<file path="config.mk">
export PLATFORM = sky130hd
export DESIGN_NAME = updown_counter_mod
export DESIGN_NICKNAME = d
export VERILOG_FILES = /design/src/rtl/updown_counter_mod.sv
export SDC_FILE = /design/constraint.sdc
export NUM_CORES = 1
export LEC_CHECK = 0
export BUFFER_PORTS_ARGS = -buffer_cell sky130_fd_sc_hd__buf_4
export CAP_MARGIN = 20
export CORE_UTILIZATION = 45
export DETAILED_ROUTE_END_ITERATION = 8
export GPL_ROUTABILITY_DRIVEN = 0
export GPL_TIMING_DRIVEN = 0
export PLACE_DENSITY = 0.71
export SLEW_MARGIN = 20
export SYNTH_ARGS = -nofsm -noshare
export SYNTH_HDL_FRONTEND = slang
export SYNTH_SLANG_ARGS = --single-unit
</file>
<file path="constraint.sdc">
create_clock -name clk -period 2.1 [get_ports clk]
set_input_delay 0.525 -clock clk [delete_from_list [all_inputs] [get_ports clk]]
set_output_delay 0.525 -clock clk [all_outputs]
set_load 0.05 [all_outputs]
</file>
<file path="src/rtl/updown_counter_mod.sv">
// Up/down counter with programmable modulus, sync clear/load, wrap or saturate mode.
// Latency: dout, wrap and sat update 1 clk after inputs are sampled; at_max/at_min decode the registered count.
// Backpressure: none; a new command is accepted on every rising clk edge.
//
// Ports:
//   clk, rst        rising-edge clock, asynchronous active-high reset
//   clr, load       synchronous clear to RST_VAL / load of load_val (clamped to MAX_VAL)
//   load_val        value for load
//   en, up          count enable and direction (1 = increment)
//   dout            current count, range 0..MAX_VAL
//   at_max, at_min  dout at top / bottom of range
//   wrap, sat       one-cycle pulses: last update wrapped / last enabled count was blocked

module updown_counter_mod #(
    parameter int             WIDTH    = 8,
    parameter logic [WIDTH-1:0] MAX_VAL  = {WIDTH{1'b1}},
    parameter logic [WIDTH-1:0] RST_VAL  = '0,
    parameter bit             SATURATE = 1'b0
) (
    input  logic             clk,
    input  logic             rst,
    input  logic             clr,
    input  logic             load,
    input  logic [WIDTH-1:0] load_val,
    input  logic             en,
    input  logic             up,
    output logic [WIDTH-1:0] dout,
    output logic             at_max,
    output logic             at_min,
    output logic             wrap,
    output logic             sat
);

    logic [WIDTH-1:0] dout_d, dout_q;
    logic             wrap_d, wrap_q;
    logic             sat_d,  sat_q;

    // Range ends are compared explicitly against MAX_VAL and zero so that
    // non-power-of-2 moduli never fall through to natural WIDTH-bit overflow.
    always_comb begin
        dout_d = dout_q;
        wrap_d = 1'b0;
        sat_d  = 1'b0;
        if (clr) begin
            dout_d = RST_VAL;
        end else if (load) begin
            // Out-of-range values clamp to the top of range rather than truncate.
            dout_d = (load_val > MAX_VAL) ? MAX_VAL : load_val;
        end else if (en) begin
            if (up) begin
                if (dout_q == MAX_VAL) begin
                    if (SATURATE) begin
                        sat_d = 1'b1;
                    end else begin
                        dout_d = '0;
                        wrap_d = 1'b1;
                    end
                end else begin
                    dout_d = dout_q + WIDTH'(1);
                end
            end else begin
                if (dout_q == '0) begin
                    if (SATURATE) begin
                        sat_d = 1'b1;
                    end else begin
                        dout_d = MAX_VAL;
                        wrap_d = 1'b1;
                    end
                end else begin
                    dout_d = dout_q - WIDTH'(1);
                end
            end
        end
    end

    always_ff @(posedge clk or posedge rst) begin
        if (rst) begin
            dout_q <= RST_VAL;
            wrap_q <= 1'b0;
            sat_q  <= 1'b0;
        end else begin
            dout_q <= dout_d;
            wrap_q <= wrap_d;
            sat_q  <= sat_d;
        end
    end

    assign dout   = dout_q;
    assign wrap   = wrap_q;
    assign sat    = sat_q;
    // Decoded from the register only, so these never glitch within a cycle.
    assign at_max = (dout_q == MAX_VAL);
    assign at_min = (dout_q == '0);

endmodule

</file>
# Yosys cells after proc, flatten, opt, wreduce, memory -nomap -nowiden
# Index checks and enable logic that the tools add are counted.
classes:
  add_sub_neg: 2
  magnitude_cmp: 1
  n_eq_ne: 1
  mux: 13
  n_reduce_logical: 2
ops:
  columns: ["op", "count"]
  rows:
  - ["8-bit 2-to-1 mux", 7]
  - ["8-bit by 1-bit adder with 8-bit output (second input constant)", 1]
  - ["8-bit == test (second input constant)", 1]
  - ["8-bit > comparator (second input constant)", 1]
  - ["8-bit logical NOT", 1]
  - ["8-bit by 1-bit subtractor with 8-bit output (second input constant)", 1]
  - ["1-bit 2-to-1 mux", 6]
  - ["3-bit nonzero test", 1]
totals:
  ff_bits: 9
  in_bits: 14
  output_inout_bits: 12

# Longest topological paths before layout
# Gate-level depths: netlist of run 1.
depth:
  depth_word: 6
  mapped_depth: 7

# Worst setup path before layout of run 1
# Ideal clock, no wire load.
synth_timing:
  path_kind: "register to register"
  startpoint: "reg dout_q[5], in the netlist dout[5]"
  endpoint: "reg dout_q[2], in the netlist dout[2]"
  setup_ps: 83
  arrival_time_ps: 2504
  path_slack_ps: -487
  stages_incl_launch_ff: 7
  synth_period_minus_slack_ps: 2587
  cell_sequence: "dfrtp_1 buf_6 or4_4 nor4b_4 nor2_2 a221o_1 o21ai_0"
synth_between:
  elab_chain_len: 6
  word_cells_on_any_way: 8
  classes_between: "eq/ne: 1; mux: 6; reduce/logical: 1"
synth_rtl:
  columns: ["element", "line_no", "text"]
  rows:
  - ["start: declaration", "34", "logic [WIDTH-1:0] dout_d, dout_q;"]
  - ["start signal: assignment", "82", "dout_q <= dout_d;"]
  - ["8-bit logical NOT", null, null]
  - ["named net at_min", "29", "output logic at_min,"]
  - ["8-bit 2-to-1 mux", "62", "if (dout_q == '0) begin"]
  - ["8-bit 2-to-1 mux", "50", "if (up) begin"]
  - ["8-bit 2-to-1 mux", "49", "end else if (en) begin"]
  - ["8-bit 2-to-1 mux", "46", "end else if (load) begin"]
  - ["8-bit 2-to-1 mux", "44", "if (clr) begin"]
# The timed path passes the listed nets, and every way through them passes these cells. The select of a mux whose other input is x is not followed.
# A chain may end at the register's enable or synchronous reset.

# Final worst setup path of run 1
layout_timing:
  startpoint: "reg dout_q[3], in the netlist dout[3]"
  endpoint: "out at_min"
layout_between:
  elab_chain_len: 1
layout_rtl:
  columns: ["element", "line_no", "text"]
  rows:
  - ["8-bit logical NOT", "93", "assign at_min = (dout_q == '0);"]
  - ["end: declaration", "29", null]
# Every way passes these cells.

==> results.md, run 1 <==
- Worst-path clk slew: 80 ps
- Number of enable flip-flop cells after synthesis: 0
- Yosys warning total: 0
- Period utilization: 108%
- CTS Hold Bufs: 0
- Max_slew headroom: 63.6%
- Post-route ant nets: 0
- Worst Tran Pin Value: about 540 ps
- Placed instance area: 0.00112 mm^2
- Drt wl/cell: 15.5 um
- Mean Syn Cell Area: 7.44 um^2
- Mapped Nets: between 100 and 150
- Storage cell area: 229 um^2
- Max clock buf depth: 2
- Number of library cell types mapped by synthesis: 39
- Final instance area: about 0.0012 mm^2
- Max cap viols: 0
- Vias in the first global route: 897
- Largest net degree at the start of global routing: 11
- Initial antenna violation count: 0
- Multi-input gate area: 614 um^2
- Post-synth ARST share: 100%
- Initial core utilization: 49.6%
- Worst hold path class: in2async
- Vias per Instance: 6.08
- Number of diodes: 0
- GRT overflow: 0
- First-pass GRT wire length: 4240 um
- TritonCTS Buffers: 3
- Worst Skew: 4.74 ps
- Site Rows: 15
- Clock tree sinks: 9
- Max-slew violations: 0
- Cell Pwr Density: about 560 mW/mm^2
- Mapped Area: 893 um^2
- Max Fanout on Critical Path: 2
- DR vias: 1076
- Port Buffer Count: 24
- Yosys reg bits: 9
- Area growth syn-to-layout: 33.1%
- Period minus WS final: roughly 2300 ps
- Layout Nets: 170
- WL final: around 2700 um
- Seq/Total Area, Yosys: 25.2%
- TritonCTS clock tree: done
- Skew-Pair Late Insertion Delay: 270 ps
- Total Power: around 660 uW
- Boundary Pins: 26
- DRT Pass-1 Iters: 6
- RSZ-0062 raised after global routing: true
- Final Hold Viols: 0
- Fmax: 0.440 GHz
- Core footprint: roughly 0.0018 mm^2
- DR iter-0 viols: 74
- Peak VDD IR: 352 uV
- Die Y: about 47 um
- Layout cells sized above 1: between 30% and 40%
- Post-route setup slack: -171 ps
- Residual DRC count: 0
- Critical path class: reg2out
- CP Data Required Time: between 1500 and 2000 ps
- Post-DP HPWL: about 1800 um
- Crit. End Element: primary output
- Tot GR Track Use: around 28%
- Failing checks: setup timing
- Die X: around 47 um
- Status: finished with violations
- Worst Path Arrival: 1750 ps
- Worst setup SP type: flop
- DIE AREA: approximately 0.0022 mm^2
- Fin util: between 60% and 70%
- Synth Instances: 120
- Filler cells: ~170
- Final setup viols: 2
- H-tree Lvls: 1
- Leakage power: 0.524 nW
- Clk Tree Root Cell: clkbuf_4
- Top FF cell, synth: dfrtp_1
critical path: stages (launching register included):
cell and delay (ps):
dfrtp_2 410, or4_4 550, nor4b_4 310, buf_6 210
cells by family after synthesis:
group           after synthesis  synth area share [%]
other cells                   1                 0.420
buf+inv                      15                  7.70
simple gates                 53                  32.8
flops                         9                  25.2
xor+xnor                      5                  4.90
mux                           2                  2.24
fa+ha+maj                     3                  4.20
compound gates               32                  22.5
synthesized netlist by cell type (2+ instances only):
cell type / n / area, um^2
nand2_1: 12 / 45.0
nor2_1: 12 / 45.0
o21ai_0: 12 / 60.1
dfrtp_1: 9 / 225
a21oi_1: 6 / 30.0
clkbuf_1: 6 / 22.5
inv_1: 5 / 18.8
nor3_1: 5 / 25.0
nand3_1: 4 / 20.0
nor4_1: 4 / 25.0
a211oi_1: 3 / 22.5
ha_1: 3 / 37.5
nand2b_1: 3 / 18.8
xnor2_1: 3 / 26.3
a21boi_0: 2 / 15.0
a31oi_1: 2 / 12.5
mux2i_1: 2 / 20.0
nand3b_1: 2 / 15.0
nor3b_1: 2 / 15.0
o41ai_1: 2 / 17.5
or2_2: 2 / 12.5
xor2_1: 2 / 17.5
timing repair:
action,in CTS,in global routing
setup buffers,4,1
resized for setup,4,3
setup endpoints to repair,2,2
pin swaps,2,1
per-layer routing:
layer / share of wire, % / vias up / wire, um / global-route usage (%)
li1: - / 500 / - / -
met1: 41 / 487 / 1130 / 38.9
met2: 45 / 75 / 1240 / 42.8
met3: 9.8 / 14 / 268 / 4.71
met4: 3.5 / 0 / 97 / 11.2
met5: 0 / - / 0 / 0
path summary, 6_finish.rpt:
path                                        to  cells after the start  slack (ps)           startpoint
max                                     at_min                      3        -170  dout[3]$_DFFE_PP0P_
min                        dout[6]$_DFFE_PP0P_                      2         240                  rst
max reg2reg                dout[2]$_DFFE_PP0P_                      7           0  dout[3]$_DFFE_PP0P_
min reg2reg                dout[7]$_DFFE_PP0P_                      2         710  dout[7]$_DFFE_PP0P_
max in group asynchronous  dout[4]$_DFFE_PP0P_                      2        1560                  rst
min in group clk           dout[1]$_DFFE_PP0P_                      3         520          load_val[1]
where the power goes:
part           internal [mW]  switching, mW  total [mW]
Combinational          0.122          0.183       0.305
Clock                 0.0733         0.0773       0.151
Sequential             0.187         0.0189       0.206
cells in the final DEF, fill, tap and decap left out, types with 3 or more instances in the layout:
master | netlist | layout
nor2_1 | 12 | 11
nand2_1 | 12 | 12
a21oi_1 | 6 | 6
clkbuf_4 | 0 | 4
nand3_1 | 4 | 3
a211oi_1 | 3 | 3
dfrtp_2 | 0 | 3
nand2b_1 | 3 | 3
nor4_1 | 4 | 4
clkbuf_1 | 6 | 5
o21ai_0 | 12 | 12
nor3_1 | 5 | 5
buf_4 | 1 | 28
dfrtp_1 | 9 | 6
xnor2_1 | 3 | 3
inv_1 | 5 | 5
through the flow:
stage / setup WS (ps) / TNS [ps] / hold WS (ps) / std cells
6_report: -171 / -175 / 238 / 177
3_5_place_dp: -122 / -122 / 537 / 169
2_1_floorplan: -347 / -1790 / 353 / 120
5_1_grt: -193 / -206 / 266 / 177
4_1_cts: -190 / -190 / 251 / 176
3_3_place_gp: -129 / -129 / 534 / 169
registers in the layout, indices dropped and copies added, names as in the netlist:
name / cells
dout: 8
wrap: 1
cell type report:
cell class / count / share of cell area, %
clock buffer: 4 / 2.21
multi-input combinational: 96 / 51.7
timing repair buffer: 29 / 18.9
sequential: 9 / 19.3
buffer: 9 / 3.68
tap: 25 / 2.63
inverter: 5 / 1.58
No activity file was read; power rests on OpenSTA's default activity.
==> run 2, diff against run 1 <==
--- a/config.mk
+++ b/config.mk
@@ -7,11 +7,11 @@
 export LEC_CHECK = 0
 export BUFFER_PORTS_ARGS = -buffer_cell sky130_fd_sc_hd__buf_4
 export CAP_MARGIN = 20
-export CORE_UTILIZATION = 45
+export CORE_UTILIZATION = 50
 export DETAILED_ROUTE_END_ITERATION = 8
 export GPL_ROUTABILITY_DRIVEN = 0
 export GPL_TIMING_DRIVEN = 0
-export PLACE_DENSITY = 0.71
+export PLACE_DENSITY = 0.77
 export SLEW_MARGIN = 20
 export SYNTH_ARGS = -nofsm -noshare
 export SYNTH_HDL_FRONTEND = slang
==> results.md, run 2 (synthesis results as in run 1) <==
- Status: finished with violations
- Failing checks: setup timing
- DIE AREA: 0.00196 mm^2 (-9.6%)
- Tot GR Track Use: 27.8% (-0.35 points)
- DR vias: 1009 (-6.2%)
- Commonest cells after routing, fill and taps aside: buf_4, nand2_1, o21ai_0
- Area growth syn-to-layout: 32.6%
- Post-DP HPWL: 1700 um (-6.1%)
- Met3 Use GR: 2.86% (-1.8 points)
- Peak VDD IR: 373 uV (+5.9%)
- Final Hold Viols: 0 (unchanged)
- Reg2reg start: dout[4]$_DFFE_PP0P_
- Period minus WS final: 2230 ps (-40.1 ps)
- Power Internal: 381 uW (about the same)
- Post-route ant nets: 0 (unchanged)
- DRT Pass-1 Iters: 6 (unchanged)
- Met2 usage: 42.1% (-0.72 points)
- Layout cells sized above 1: 31.6% (unchanged)
- Register share of total power: 31.6% (+0.5 points)
- DR iter-0 viols: 48 (-35%)
- TritonCTS clock tree: done
- Port Buffer Count: 24 (unchanged)
- Max cap viols: 0 (unchanged)
- Vias in the first global route: 873 (-2.7%)
- Max clock buf depth: 2 (unchanged)
- Leakage power: 0.524 nW (about the same)
- Critical path class: reg2out
- Skew-Pair Late Insertion Delay: 270 ps (about the same)
- Vias per Instance: 5.73 (-5.7%)
- Min Hold Slack: 229 ps (-9.13 ps)
- R2r endpoint: dout[2]$_DFFE_PP0P_
- TritonCTS Buffers: 3 (unchanged)
- Layout Nets: 170 (unchanged)
- Core footprint: 0.00159 mm^2 (-12%)
- Worst Path Arrival: 1710 ps (-40 ps)
- H-tree Lvls: 1 (unchanged)
- First-pass GRT wire length: 3990 um (-6.0%)
- Drt wl/cell: 13.7 um (-12%)
- Worst setup SP type: flop
- Cell Pwr Density: 546 mW/mm^2 (-1.8%)
- Worst Skew: 6.14 ps (+1.39 ps)
- Number of diodes: 0 (unchanged)
- Largest net degree at the start of global routing: 11 (unchanged)
- Fin util: 74.3% (+8.4 points)
- R2r setup slk: 40 ps (+40 ps)
- P_sw: 266 uW (-5.0%)
- Die X: 44.3 um (-4.9%)
- Final setup viols: 1 (-1)
- Fmax: 0.448 GHz (+1.8%)
- GR peak layer: met2
- Boundary Pins: 26 (unchanged)
- RSZ-0062 raised after global routing: true
- Most common cell after layout, fill and taps aside: buf_4
- Initial core utilization: 56.0% (+6.5 points)
- Site Rows: 14 (-1)
- Clock tree sinks: 9 (unchanged)
- GRT overflow: 0 (unchanged)
- Crit. End Element: primary output
- Filler cells: 130 (-22%)
- Clk Tree Root Cell: clkbuf_4
- Period utilization: 106% (-1.9 points)
- Clock Power Share: 22.1% (-0.7 points)
- GR Util met1: 41.3% (+2.4 points)
- CTS Hold Bufs: 0 (unchanged)
- Largest register FFs: 8 (unchanged)
- Max-slew violations: 0 (unchanged)
- Post-route setup slack: -131 ps (+40.1 ps)
- Die Y: 44.3 um (-4.9%)
- Switch share: 41.0% (-1.2 points)
- Max Fanout on Critical Path: 3 (+1)
- Worst-path clk slew: 70 ps (about the same)
- WL final: 2410 um (-12%)
- Worst hold path class: in2async
- CP Data Required Time: 1570 ps (about the same)
- Place WS: -102 ps (+20.2 ps)
- Initial antenna violation count: 0 (unchanged)
- Residual DRC count: 0 (unchanged)
- Comb pwr share: 46.3% (+0.2 points)
- Worst R2R Path Depth: 7 (unchanged)
## run 2: changes by cell type in the layout (fill, tap and decap cells not counted)
cell      before  now
clkbuf_4       4    3
buf_2          1    2
## run 2: worst max-delay path, stage by stage (launching register included)
cell and delay [ps]:
dfrtp_2 410, or4_4 560, nor4b_4 270, buf_6 200
## run 2: cell type report
| class | instances | area [um^2] | share of cell area [%] |
|---|---|---|---|
| Buffer | 9 | 41.3 | 3.48 |
| Clock buffer | 4 | 26.3 | 2.22 |
| Inverter | 5 | 18.8 | 1.58 |
| Multi-Input combinational cell | 96 | 614 | 51.8 |
| Sequential cell | 9 | 229 | 19.3 |
| Tap cell | 24 | 30.0 | 2.53 |
| Timing Repair Buffer | 29 | 225 | 19.0 |
## run 2: worst max-delay path by stage
stage | startpoint | slack (ps) | end
4_1_cts | dout[3]$_DFFE_PP0P_ | -170 | at_min
5_1_grt | dout[4]$_DFFE_PP0P_ | -160 | at_min
3_5_place_dp | dout[5]$_DFFE_PP0P_ | -100 | at_min
6_report | dout[4]$_DFFE_PP0P_ | -130 | at_min
3_3_place_gp | dout[5]$_DFFE_PP0P_ | -100 | at_min
2_1_floorplan | dout[5]$_DFFE_PP0P_ | -350 | dout[2]$_DFFE_PP0P_
## run 2: what timing repair did
| action | in CTS | in global routing |
|---|---|---|
| pin swaps | 2 | 2 |
| gates resized for setup | 3 | 4 |
| buffers inserted | 4 | 1 |
| endpoints found under the setup margin | 2 | 2 |
## run 2: power groups by stage
| stage | clock network, mW | registers, mW | logic (mW) |
|---|---|---|---|
| final | 0.143 | 0.205 | 0.299 |
| after global routing | 0.148 | 0.207 | 0.322 |
| after CTS | 0.145 | 0.205 | 0.292 |
| after detailed placement | 0 | 0.209 | 0.275 |
| after global placement | 0 | 0.208 | 0.273 |
| after floorplan | 0 | 0.251 | 0.155 |
## run 2: routing by layer
metal  share of wire, %  vias to the layer above
met1                 44                      445
met5                  0                        -
met4                1.6                        0
li1                   -                      496
met2                 46                       62
met3                7.9                        6
## run 2: through the flow
step	area [um^2]	power, mW	instances	setup TNS [ps]
after floorplan	905	0.406	120	-1790
after global placement	1110	0.481	168	-97.3
after detailed placement	1110	0.484	168	-102
after CTS	1170	0.641	175	-168
after global routing	1180	0.677	176	-177
final	1180	0.647	176	-131
